**config.mk**
```make
export PLATFORM = sky130hd
export DESIGN_NAME = fetch_unit
export DESIGN_NICKNAME = d
export VERILOG_FILES = /design/src/rtl/cpu_types_pkg.sv /design/src/rtl/fetch_unit.sv
export SDC_FILE = /design/constraint.sdc
export NUM_CORES = 1
export LEC_CHECK = 0
export ABC_AREA = 1
export BUFFER_PORTS_ARGS = -buffer_cell sky130_fd_sc_hd__buf_2
export CORE_ASPECT_RATIO = 1.25
export CORE_MARGIN = 4
export CORE_UTILIZATION = 50
export CTS_BUF_LIST = sky130_fd_sc_hd__clkbuf_16
export DETAILED_ROUTE_END_ITERATION = 10
export PLACE_DENSITY = 0.77
export SKIP_CTS_REPAIR_TIMING = 1
export SYNTH_ARGS = -nofsm -noshare
export SYNTH_HDL_FRONTEND = slang
export SYNTH_SLANG_ARGS = --single-unit
```
**constraint.sdc**
```tcl
create_clock -name CLK -period 1.5 [get_ports CLK]
set_input_delay 0.15 -clock CLK [delete_from_list [all_inputs] [get_ports CLK]]
set_output_delay 0.15 -clock CLK [all_outputs]
set_load 0.005 [all_outputs]
```
**src/rtl/cpu_types_pkg.sv**
```systemverilog
// Shared CPU types: 32-bit word type and the fetch-stage state encoding.
// Ports: none (package).
// Imported by fetch_unit, fetch_if and the fetch testbench.
package cpu_types_pkg;

  typedef logic [31:0] word_t;

  typedef enum logic [2:0] {
    IDLE    = 3'd0,
    FETCH   = 3'd1,
    HOLD    = 3'd2,
    DISCARD = 3'd3,
    HALTED  = 3'd4
  } fetch_state_t;

endpackage

```
**src/rtl/fetch_unit.sv**
```systemverilog
// Instruction-fetch stage: owns the PC, issues word reads, feeds the IF/ID register.
// Ports: CLK/RST (sync active-high); imem side ihit/imemload/imemREN/imemaddr;
//        control stall/redirect/redirect_pc/halt; IF/ID side iload/npc_in/ifid_enable/ifid_flush; halted.
module fetch_unit
  import cpu_types_pkg::*;
#(
  parameter word_t PC_INIT = 32'h0000_0000
) (
  input  logic  CLK,
  input  logic  RST,
  input  logic  ihit,
  input  word_t imemload,
  output logic  imemREN,
  output word_t imemaddr,
  input  logic  stall,
  input  logic  redirect,
  input  word_t redirect_pc,
  input  logic  halt,
  output word_t iload,
  output word_t npc_in,
  output logic  ifid_enable,
  output logic  ifid_flush,
  output logic  halted
);

  fetch_state_t fstate;
  word_t        pc;
  word_t        buf_instr;
  word_t        buf_npc;
  word_t        pend_pc;
  word_t        pc_plus4;
  word_t        target;

  // Natural 32-bit wrap: FFFF_FFFC + 4 = 0.
  assign pc_plus4 = pc + 32'd4;
  // Low address bits of the redirect target are forced to zero.
  assign target   = redirect_pc & ~32'h0000_0003;

  // Request side depends only on registered state (plus RST forcing).
  always_comb begin
    imemREN  = 1'b0;
    imemaddr = pc;
    halted   = 1'b0;
    if (RST) begin
      imemaddr = PC_INIT;
    end else begin
      imemREN = (fstate == FETCH) || (fstate == DISCARD);
      halted  = (fstate == HALTED);
    end
  end

  // IF/ID side: combinational so the latch sees it before the edge.
  always_comb begin
    ifid_enable = 1'b0;
    ifid_flush  = 1'b0;
    iload       = '0;
    npc_in      = '0;
    if (!RST) begin
      case (fstate)
        FETCH: begin
          if (redirect) begin
            ifid_flush = 1'b1;
          end else if (!halt && ihit && !stall) begin
            ifid_enable = 1'b1;
            iload       = imemload;
            npc_in      = pc_plus4;
          end
        end
        HOLD: begin
          iload  = buf_instr;
          npc_in = buf_npc;
          if (redirect) begin
            ifid_flush = 1'b1;
          end else if (!halt && !stall) begin
            ifid_enable = 1'b1;
          end
        end
        DISCARD: ifid_flush = redirect;
        default: ;
      endcase
    end
  end

  always_ff @(posedge CLK) begin
    if (RST) begin
      fstate    <= IDLE;
      pc        <= PC_INIT;
      buf_instr <= '0;
      buf_npc   <= '0;
      pend_pc   <= '0;
    end else begin
      case (fstate)
        IDLE: fstate <= FETCH;
        FETCH: begin
          if (redirect) begin
            // With data already returning, the old request is done and we
            // can jump immediately; otherwise wait for it to drain.
            if (ihit) begin
              pc <= target;
            end else begin
              pend_pc <= target;
              fstate  <= DISCARD;
            end
          end else if (halt) begin
            fstate <= HALTED;
          end else if (ihit) begin
            pc <= pc_plus4;
            if (stall) begin
              buf_instr <= imemload;
              buf_npc   <= pc_plus4;
              fstate    <= HOLD;
            end
          end
        end
        HOLD: begin
          if (redirect) begin
            pc     <= target;
            fstate <= FETCH;
          end else if (halt) begin
            fstate <= HALTED;
          end else if (!stall) begin
            fstate <= FETCH;
          end
        end
        DISCARD: begin
          // Address stays on the old pc until memory answers; the newest
          // redirect target (including one arriving with ihit) wins.
          if (ihit) begin
            pc     <= redirect ? target : pend_pc;
            fstate <= FETCH;
          end else if (redirect) begin
            pend_pc <= target;
          end
        end
        HALTED: fstate <= HALTED;
        default: fstate <= IDLE;
      endcase
    end
  end

endmodule

```
==> out/summary.txt <==
DRT Wirelength -> 37000 um
H-tree depth -> 4
Dpl hpwl -> 19300 um
Grt total ovfl -> 0
Clock root cell -> clkbuf_16
Core area -> 0.0156 mm2
WP data required -> 1.35 ns
Die height -> 149 um
NumNets Final -> 1726
Vias in the first global route -> 8788
Multiplexer share of the synthesized area -> 0%
Syn_area_per_cell -> 6.01 um2
Kind of critical path -> reg2out
Synth top area cells -> dfxtp_1, nand2_1, nor2_1
Family with the most delay on the worst path -> simple AND/OR/NAND/NOR gates
Hold WS -> -0.00501 ns
Layout area overhead -> 65.0%
Initial core utilization -> 50.9%
Worst-case clock buffer depth -> 2
Primary FF master, synth -> dfxtp_1
Setup violators final -> 205
Status -> finished, violations left
Initial antenna violation count -> 0
Drt initial violations -> 1130
Period Utilization, post-route -> 156%
Max_cap viols -> 0
GP Congestion -> 0.935
Drt drc -> 0
Relative slew slack -> 49.6%
Vias per cell -> 5.91
Class of the worst hold path -> in2reg
All-layer global routing usage -> 28.9%
Placed cell count -> 1784
Footprint of the multi-input gates -> 0.00575 mm2
Area leader, netlist -> dfxtp_1
Main combinational cell family by area after synthesis -> simple AND/OR/NAND/NOR gates
RSZ-0062 raised after global routing -> yes
Crit path capture type -> output pin
Cell Pwr Density -> 1010 mW/mm2
Routed Antenna Nets -> 0
CP max stage cell -> dfxtp_4
Clk sinks -> 131
Async SR Flop Fraction -> 0%
Vias -> 11100
Placement Setup Slack -> -0.359 ns
Post-route minimum period -> 2.34 ns
Commonest cells post-synth -> nand2_1, nor2_1, a21oi_1
CTS tree -> yes
Yosys warning count -> 0
Clk Latency, worst-skew pair -> 0.44 ns
Post-synthesis simple-gate area fraction -> 32.7%
Port bufs -> 167
Critical path peak fanout -> 6
Max Slew Vio Count -> 0
Drt pass-1 iters -> 7
Die area -> 0.0180 mm2
FP Rows -> 51
EDFF count, synth -> 0
Fin worst setup slack -> -0.840 ns
First-pass GRT wire length -> 42300 um
Max Clk Rate -> 0.427 GHz
#FFs+latches synth -> 131
Mapped Cells -> 1324
Count leader, synth -> nand2_1
Share of the synthesized area in the top cell type -> 33.0%
Sequential share of the synthesized area -> 33.0%
Register area -> 0.00266 mm2
Horiz. Die Dim -> 121 um
Worst vdd ir -> 0.744 mV
Adder-Cell Fraction of Synth Area -> 0.157%
Syn nets -> 1395
Layout Cells excl Fill -> 1879
Failing checks -> hold timing, setup timing
N_diodes -> 0
WP data arrival -> 2.19 ns
Leakage -> 6.16 nW
Skew final -> 0.00979 ns
Sum of buffers and inverters on the critical path -> 1
Mapped cell area -> 0.00796 mm2
Xor-xnor portion of the synthesized cell area -> 2.31%
Crit-path cells -> ha_4, nand2_4, nor2_4, nand2_4, nor2_4, nand3_2, xor2_2, nand2_1, a21oi_2, buf_2
Complex-gate fraction of the synthesized area -> 21.3%
CTS buffer count -> 17
Largest net degree at the start of global routing -> 57
Measured slew at the worst slew-check pin -> 0.755 ns
Clk pin slew, worst setup/hold paths -> 0.06 ns
Largest stage delay on the critical path -> 0.37 ns
I/O pins -> 170
Yosys cell types -> 43
Wire length per cell -> 19.7 um
Count of final hold-check violations -> 2
Startpoint Class -> register
Share of cells above drive strength 1 -> 44.1%
Filler cells -> 834
[flip-flops by register name (all words and copies together) (netlist names)]
register,flops
fstate,3
pc,32
pend_pc,32
buf_instr,32
buf_npc,32
[metal layers]
metal	vias to the layer above	GRT usage [%]	wire length [um]
met1	5076	37.5	12500
met4	0	11.8	2850
met3	277	5.27	3730
li1	4886	-	-
met5	-	0	0
met2	869	47.3	17900
[worst reg2reg max path, cell delays in order, from the launching register on]
cell	delay (ns)
dfxtp_4	0.36
inv_4	0.06
nand2_4	0.05
buf_6	0.11
buf_6	0.11
buf_6	0.11
buf_6	0.12
nor2_4	0.12
nand2_2	0.09
nand2_4	0.10
nand2_8	0.08
buf_12	0.16
clkinv_8	0.07
clkbuf_16	0.14
o21ai_1	0.05
a31oi_1	0.23
[path summary, 6_finish.rpt]
path              cells past startpoint                        end  slack, ns                     from
setup / recovery                     10                 npc_in[22]      -0.84       pc[2]$_SDFFE_PP0P_
hold / removal                        3  buf_instr[8]$_SDFFE_PP0P_     -0.005              imemload[8]
setup reg to reg                     15   pend_pc[23]$_SDFFE_PP0P_      -0.55   fstate[2]$_SDFFE_PP0P_
hold reg to reg                       2    pend_pc[8]$_SDFFE_PP0P_       0.45  pend_pc[8]$_SDFFE_PP0P_
[power by group]
| group | switching (mW) | internal [mW] |
|---|---|---|
| registers | 0.291 | 3.86 |
| clock network | 1.60 | 2.73 |
| logic | 2.69 | 2.03 |
[cell type report]
class	instances	area share [%]
timing repair inverter	2	0.210
clock buffer	17	3.24
timing repair buffer	391	25.2
multi-input combinational	984	43.8
inverter	128	4.02
tap	212	2.02
sequential	131	20.3
clock inverter	14	1.30
[per-stage QoR]
stage | instance area, um2 | util (%) | total power [mW] | setup TNS, ns
after floorplan | 8040 | - | 5.88 | -0.615
after global placement | 10100 | 64.8 | 7.51 | -29.12
after detailed placement | 10100 | 64.8 | 7.58 | -35.93
after CTS | 10700 | 68.6 | 11.8 | -68.80
after global routing | 13100 | 84.0 | 13.6 | -96.72
final | 13100 | 84.0 | 13.2 | -84.81
[kinds of logic (layout without fill, tap and decap cells)]
| logic type | Yosys count | in the layout |
|---|---|---|
| XOR/XNOR | 21 | 21 |
| flip-flops | 131 | 131 |
| adder cells (fa/ha/maj) | 1 | 1 |
| AO/OA/AOI/OAI | 322 | 322 |
| buffers and inverters | 209 | 552 |
| AND/OR/NAND/NOR | 640 | 640 |
[layout by cell type (no fill, tap or decap), types with 13 or more instances in the layout]
cell,Yosys,final
nand2_2,5,45
o21ai_1,19,33
inv_1,116,115
buf_2,28,167
nand3_1,29,14
xor2_2,0,13
o21ai_0,133,68
nor2_2,3,21
buf_4,5,150
nor2_1,208,175
dfxtp_1,131,111
nand2_4,1,41
nor2_4,4,19
buf_6,1,22
a31oi_1,15,15
buf_12,0,23
a21oi_1,134,73
o21ai_2,0,49
clkbuf_16,0,37
a21oi_2,6,66
dfxtp_2,0,14
nand3_2,1,14
nand2_1,366,286
No activity file was read; power rests on OpenSTA's default activity.
